## src/rtl/mem_stage.sv

```systemverilog
// MEM stage: ALU results pass straight through; loads/stores run byte-serially
// (little-endian) on a shared 8-bit RAM port while the upstream stages are stalled.
module mem_stage #(
  parameter int RegLen     = 32,
  parameter int RegAddrLen = 5
) (
  input  logic                  clk,
  input  logic                  rst,
  input  logic [RegLen-1:0]     rd_data_i,
  input  logic [RegAddrLen-1:0] rd_addr_i,
  input  logic                  rd_enable_i,
  input  logic [3:0]            mem_op,
  input  logic [RegLen-1:0]     store_data,
  input  logic                  mem_gnt,
  input  logic [7:0]            mem_rdata,
  output logic                  mem_req,
  output logic                  mem_we,
  output logic [RegLen-1:0]     mem_addr,
  output logic [7:0]            mem_wdata,
  output logic [RegLen-1:0]     rd_data_o,
  output logic [RegAddrLen-1:0] rd_addr_o,
  output logic                  rd_enable_o,
  output logic                  stall_req
);

  typedef enum logic [1:0] {IDLE, ACCESS, DONE} state_t;

  localparam logic [3:0] OP_LB = 4'd1, OP_LH = 4'd2, OP_LW = 4'd3, OP_LBU = 4'd4,
                         OP_LHU = 4'd5, OP_SB = 4'd6, OP_SH = 4'd7, OP_SW = 4'd8;

  state_t                  state_q, state_d;
  logic [1:0]              count_q, count_d;
  logic [3:0]              op_q;
  logic [RegLen-1:0]       base_q;
  logic [RegLen-1:0]       sdata_q;
  logic [RegAddrLen-1:0]   rdaddr_q;
  logic                    rden_q;
  logic [31:0]             buf_word;
  logic [RegLen-1:0]       ld_word;
  logic [1:0]              last_cnt;
  logic                    start;

  function automatic logic is_mem(input logic [3:0] op);
    return (op >= OP_LB) && (op <= OP_SW);
  endfunction

  function automatic logic is_store(input logic [3:0] op);
    return (op >= OP_SB) && (op <= OP_SW);
  endfunction

  assign start = (state_q == IDLE) && is_mem(mem_op);

  always_comb begin
    case (op_q)
      OP_LH, OP_LHU, OP_SH: last_cnt = 2'd1;
      OP_LW, OP_SW:         last_cnt = 2'd3;
      default:              last_cnt = 2'd0;
    endcase
  end

  // One byte lane of the load buffer per genvar; each lane only captures its own index.
  for (genvar gi = 0; gi < 4; gi++) begin : g_lane
    logic [7:0] lane_q;
    always_ff @(posedge clk or negedge rst) begin
      if (!rst) begin
        lane_q <= 8'h00;
      end else if (start) begin
        lane_q <= 8'h00;
      end else if (state_q == ACCESS && mem_gnt && !is_store(op_q) && count_q == 2'(gi)) begin
        lane_q <= mem_rdata;
      end
    end
    assign buf_word[gi*8 +: 8] = lane_q;
  end

  always_comb begin
    ld_word = '0;
    ld_word[31:0] = buf_word;
  end

  always_ff @(posedge clk or negedge rst) begin
    if (!rst) begin
      state_q  <= IDLE;
      count_q  <= 2'd0;
      op_q     <= 4'd0;
      base_q   <= '0;
      sdata_q  <= '0;
      rdaddr_q <= '0;
      rden_q   <= 1'b0;
    end else begin
      state_q <= state_d;
      count_q <= count_d;
      if (start) begin
        op_q     <= mem_op;
        base_q   <= rd_data_i;
        sdata_q  <= store_data;
        rdaddr_q <= rd_addr_i;
        rden_q   <= rd_enable_i;
      end
    end
  end

  always_comb begin
    state_d     = state_q;
    count_d     = count_q;
    mem_req     = 1'b0;
    mem_we      = 1'b0;
    mem_addr    = '0;
    mem_wdata   = 8'h00;
    rd_data_o   = '0;
    rd_addr_o   = '0;
    rd_enable_o = 1'b0;
    stall_req   = 1'b0;
    case (state_q)
      IDLE: begin
        rd_data_o = rd_data_i;
        rd_addr_o = rd_addr_i;
        if (is_mem(mem_op)) begin
          stall_req = 1'b1;
          count_d   = 2'd0;
          state_d   = ACCESS;
        end else begin
          rd_enable_o = rd_enable_i;
        end
      end
      ACCESS: begin
        mem_req   = 1'b1;
        mem_we    = is_store(op_q);
        mem_addr  = base_q + RegLen'(count_q);
        mem_wdata = sdata_q[8*count_q +: 8];
        stall_req = 1'b1;
        rd_addr_o = rdaddr_q;
        if (mem_gnt) begin
          if (count_q == last_cnt) state_d = DONE;
          else count_d = count_q + 2'd1;
        end
      end
      DONE: begin
        rd_addr_o = rdaddr_q;
        state_d   = IDLE;
        if (!is_store(op_q)) begin
          rd_enable_o = rden_q;
          case (op_q)
            OP_LB:   rd_data_o = {{(RegLen-8){buf_word[7]}}, buf_word[7:0]};
            OP_LH:   rd_data_o = {{(RegLen-16){buf_word[15]}}, buf_word[15:0]};
            OP_LBU:  rd_data_o = {{(RegLen-8){1'b0}}, buf_word[7:0]};
            OP_LHU:  rd_data_o = {{(RegLen-16){1'b0}}, buf_word[15:0]};
            default: rd_data_o = ld_word;
          endcase
        end
      end
      default: state_d = IDLE;
    endcase
    // Reset forces every output low, including the IDLE pass-through path.
    if (!rst) begin
      mem_req     = 1'b0;
      mem_we      = 1'b0;
      mem_addr    = '0;
      mem_wdata   = 8'h00;
      rd_data_o   = '0;
      rd_addr_o   = '0;
      rd_enable_o = 1'b0;
      stall_req   = 1'b0;
    end
  end

endmodule

```

## config.mk

```make
export PLATFORM = sky130hd
export DESIGN_NAME = mem_stage
export DESIGN_NICKNAME = d
export VERILOG_FILES = /design/src/rtl/mem_stage.sv
export SDC_FILE = /design/constraint.sdc
export NUM_CORES = 1
export LEC_CHECK = 0
export ABC_AREA = 0
export ABC_CLOCK_PERIOD_IN_PS = 5130
export BUFFER_PORTS_ARGS = -buffer_cell sky130_fd_sc_hd__buf_4
export CAP_MARGIN = 20
export CORE_MARGIN = 2
export CORE_UTILIZATION = 30
export DETAILED_ROUTE_END_ITERATION = 6
export PLACE_DENSITY = 0.53
export RECOVER_POWER = 50
export SYNTH_ARGS = -nofsm -noshare
export SYNTH_HDL_FRONTEND = slang
export SYNTH_SLANG_ARGS = --single-unit
export TNS_END_PERCENT = 50
```

## constraint.sdc

```tcl
create_clock -name clk -period 5.13 [get_ports clk]
set_clock_uncertainty 0.1 [all_clocks]
set_input_delay 0.2565 -clock clk [delete_from_list [all_inputs] [get_ports clk]]
set_output_delay 0.2565 -clock clk [all_outputs]
set_load 0.05 [all_outputs]
```

### Word level (Yosys, flattened, before mapping)

Index checks and enable logic that the tools add are counted.

* add/subtract/negate cells: 2
* reductions and logical operators: 22
* shifts and indexed selects: 1
* magnitude comparators: 4
* muxes and demuxes: 38
* eq/ne operators: 17

Operators with widths (number)
* $mux W32: 4
* $pmux W32 S4: 1
* $mux W8: 10
* $pmux W32 S2: 1
* $add A32 B2 Y32: 1
* $shiftx A32 B6 Y8: 1
* $eq A4 B3 Y1 const B: 3
* $mux W2: 6
* $pmux W2 S2: 3
* $pmux W5 S2: 1
* $reduce_bool A2 Y1: 5
* $logic_and A1 B1 Y1: 9
* $mux W1: 9
* $eq A4 B2 Y1 const B: 2
* $le A4 B4 Y1 const B: 2
* $eq A2 B2 Y1 const B: 3
* $mux W5: 1
* $eq A2 B1 Y1 const B: 2
* $eq A4 B1 Y1 const B: 1
* $eq A4 B4 Y1 const B: 1
* $ge A4 B1 Y1 const B: 1
* $ge A4 B3 Y1 const B: 1
* $logic_not A2 Y1: 2
* $ne A2 B1 Y1 const B: 2
* 9 further kinds: 12

* output and inout port bits: 81
* register bits: 110
* logic and storage cells: 95
* bits of input ports: 85

### Depth between registers and ports, before layout

* depth in word-level cells: 7
* mapped depth: 8
* gate-level depth less buffers: 7

### Least setup slack after synthesis

OpenSTA, ideal clock, no wires.

* path kind: reg2out
* from: register count_q[1]
* to: output mem_addr[21]
* required time: 4.773 ns
* slack: 2.279 ns
* cell stages (with the launch flop): 7
* path buffers: 0
* arrival time: 2.495 ns
* cell sequence: dfrtp_1 ha_1 a21oi_1 nor4_4 nand3_2 or3_1 a21oi_1

* longest elaborated chain between the ends: 3

RTL lines
* from (decl): line 32 `logic [1:0] count_q, count_d;`
* from (signal assigned): line 92 `count_q <= count_d;`
* $add A32 B2 Y32: line 129 `mem_addr = base_q + RegLen'(count_q);`
* $mux W32: line 114 `case (state_q)`
* $mux W32: line 155 `if (!rst) begin`
* to (decl): line 18 `output logic [RegLen-1:0] mem_addr,`

No other way between the ends.

### Worst setup path after layout

* from: register state_q[0]
* to: register base_q[24]

* longest elaborated chain between the ends: 2

RTL lines
* from (decl): line 31 `state_t state_q, state_d;`
* from (signal assigned): line 91 `state_q <= state_d;`
* $logic_not A2 Y1: line 51 `assign start = (state_q == IDLE) && is_mem(mem_op);`
* $logic_and A1 B1 Y1: line 51
* to (signal assigned): line 95 `base_q <= rd_data_i;`
* to (decl): line 34 `logic [RegLen-1:0] base_q;`

No other way between the ends.
A chain may end at the register's enable or synchronous reset.

==> impl_metrics.ini <==
[timing]
fmax_ghz = 0.2534
tightestPinTransition_ns = 3.096
rsz0062_at_grt = no
setup_viol_count_final = 0
period_needed_ns = 3.947
timing.hold.ws_ns = 0.007676
timing_max_transition_violations_final = 97
finalCritPeriodShare_pct = 76.93
finalHoldViolCount = 0
worst_slew_margin_rel_pct = -106.4
setup-tns-final_ns = 0

[finish]
syn_to_final_growth_pct = 34.40
final-seq-area_mm2 = 0.002753
multi_input_comb_area_mm2 = 0.003426
n_fill_cell = 2208
design.final.nets = 1082
finish.instance_area_mm2 = 0.008632
final_layout_size_suffix_gt1_share_pct = 20.69

[clock_tree]
cts-hold-fix-buffers = 46
clock_sink_count = 110
cts.repair_timing.setup_buffer_count = 0
cts_resizes = 0
cts-buffers-inserted = 9
number_of_h_tree_levels = 3
ctsLongestPathBuffers = 2
tritoncts = done
path_clk_slew_ns = 0.07
clock_insertion_delay_worst_skew_ns = 0.35
ctsRootBufferMaster = sky130_fd_sc_hd__clkbuf_16

[logic_synthesis]
synth_seq_area_share_pct = 42.86
post_synth.cell_area_avg_um2 = 7.949
synthDistinctLibCells = 50
synth_flop_cell = sky130_fd_sc_hd__dfrtp_1
syn-num-nets = 904
postSynth.asyncResetShare_pct = 100.0
synth.ff_latch_count = 110
synth_most_common_cell = sky130_fd_sc_hd__nand2_1
synth_common_cells = sky130_fd_sc_hd__nand2_1, sky130_fd_sc_hd__dfrtp_1, sky130_fd_sc_hd__nor2_1, sky130_fd_sc_hd__a21oi_1, sky130_fd_sc_hd__nand3_1
count_of_flip_flops_with_a_built_in_enable_after_synthesis = 0
yosysWarnings = 0
synth_top_area_share_pct = 42.86
yosys-top-cells-area = sky130_fd_sc_hd__dfrtp_1, sky130_fd_sc_hd__nand2_1, sky130_fd_sc_hd__a21oi_1
post_synth_instance_area_mm2 = 0.006422
yosys.area.top_type = sky130_fd_sc_hd__dfrtp_1
netlist_instances = 808

[drt]
avgViaCountPerCell = 4.771
route.antenna.remaining_nets = 0
drc = 0
route.detailed.wl_per_inst_um = 16.20
detail_route.wirelength_mm = 20.52
first_pass_iters = 5
via_count = 6045
dr_iter_0_viols = 444

[setup_path]
timing.critical_path.arrival_ns = 4.14
worst_r2r_path_depth = 7
critical_path.reg2reg.endpoint = base_q[24]
timing.critical_path.fanout_max = 69
r2r_slack_ns = 1.18
regToRegStartpoint = state_q[0]
crit_type = reg2reg
cp-end-kind = register
critPathLaunchType = register
data_required_time_at_the_worst_endpoint_ns = 5.32

[power]
post-layout-total-power_uw = 4762
vdd_ir_drop_max_mv = 0.2593
power.static_leakage_uw = 0.004099
power.density_cell_area_mw_per_mm2 = 551.7

[floorplanning]
core.rowCount = 53
floorplan.die_area_mm2 = 0.02259
die_w_um = 150.3
core_region_area_mm2 = 0.02102
ios = 166
initial_standard_cell_utilization_of_the_core_pct = 30.55
die_y_um = 150.3

[worst_hold_path]
hold-path-cell-count = 3
hold_class = in2reg
min_delay_worst_endpoint = sdata_q[12]
hp-start = store_data[12]

[grt]
globalRouteOverflowTotal = 0
grt_first_pass_wirelength_mm = 31.82
antenna_found_initial = 1
grt_pass1_vias = 5765
grt_util_all_layers_pct = 18.32
grt_max_degree = 83

[status]
run_status = finished, violations left
failed_checks = max-capacitance violations, max-slew violations

[placement]
finalWeightedCongestion = 0.8455
portBuffers = 165
placedInstanceArea_mm2 = 0.007865
dp_hpwl_mm = 14.91

[run]
maxCapViolCount = 2
-- where the power goes --
| group | internal, uW | switching (uW) |
|---|---|---|
| combinational | 869 | 1590 |
| clock | 381 | 330 |
| sequential | 1210 | 376 |
-- kinds of logic after synthesis --
group,after synthesis,share of synthesized area (%)
adders and majority gates,11,2.260
DFF,110,42.86
buffers and inverters,61,3.916
xor gates and xnor gates,30,4.091
AOI/OAI and AO/OA,107,10.11
muxes,11,3.273
and+or+nand+nor,478,33.49
-- metal layers --
layer / vias to the layer above / global-route usage, % / part of all wire (%)
met3: 19 / 2.667 / 3.6
met5: - / 0 / 0
met4: 0 / 5.425 / 1.4
li1: 3036 / - / -
met2: 103 / 28.36 / 46
met1: 2887 / 26.53 / 49
-- critical path: stages, from the launching register on --
cell,delay (ns)
sky130_fd_sc_hd__dfrtp_1,0.38
sky130_fd_sc_hd__inv_1,0.10
sky130_fd_sc_hd__ha_1,0.20
sky130_fd_sc_hd__buf_4,0.27
sky130_fd_sc_hd__nand2_1,0.21
sky130_fd_sc_hd__clkbuf_1,2.19
sky130_fd_sc_hd__nand2_1,0.20
sky130_fd_sc_hd__nand2_1,0.15
-- stage by stage --
step           setup WS, ns  util, %  instances
6_report              1.183    41.06       1267
5_1_grt              0.7100    41.06       1267
4_1_cts               1.374    41.00       1264
3_5_place_dp          1.769    37.41       1202
3_3_place_gp          1.809    37.28       1201
2_1_floorplan         2.279        -        808
-- state kept, by name, indices dropped and copies added, names as in the netlist --
signal and cells:
g_lane.lane_q 32, rden_q 1, count_q 2, state_q 2, base_q 32, sdata_q 32, op_q 4, rdaddr_q 5
-- how the worst max path moves through the flow --
stage / endpoint / slack [ns] / cells past startpoint / start
floorplan: mem_addr[21] / 2.28 / 6 / count_q[1]
CTS: mem_addr[20] / 1.37 / 8 / count_q[0]
detailed placement: mem_addr[20] / 1.77 / 8 / count_q[0]
global route: rdaddr_q[4] / 0.71 / 7 / state_q[0]
finish: base_q[24] / 1.18 / 7 / state_q[0]
global placement: mem_addr[20] / 1.81 / 8 / count_q[0]
-- area by class of cell --
| class | instances | share of cell area, % |
|---|---|---|
| clock buffer | 11 | 2.696 |
| inverter | 9 | 0.3914 |
| sequential | 110 | 31.89 |
| multi-input combinational | 637 | 39.69 |
| clock inverter | 5 | 0.6958 |
| tap | 275 | 3.986 |
| antenna | 1 | 0.02899 |
| timing repair buffer | 219 | 20.63 |
-- layout by cell type (no fill, tap or decap), drive strengths merged, types with 2 or more instances in the layout --
cell / netlist / routed
nor4: 3 / 3
o21a: 3 / 3
a22oi: 14 / 14
nor4b: 2 / 2
clkbuf: 40 / 12
nand2b: 3 / 3
and3: 6 / 6
inv: 9 / 9
xnor2: 7 / 7
xor2: 23 / 23
buf: 12 / 170
nor2: 55 / 55
or3: 6 / 6
ha: 10 / 10
o21ai: 18 / 18
o31ai: 17 / 17
dlygate4sd3: 0 / 48
nor2b: 9 / 9
nor3: 6 / 6
clkinv: 0 / 3
nand2: 289 / 289
mux4: 8 / 8
dfrtp: 110 / 110
and2: 35 / 35
and4: 2 / 2
nand3: 46 / 46
mux2i: 3 / 3
a21oi: 49 / 49
nand4: 10 / 10
No activity file was read; power rests on OpenSTA's default activity.
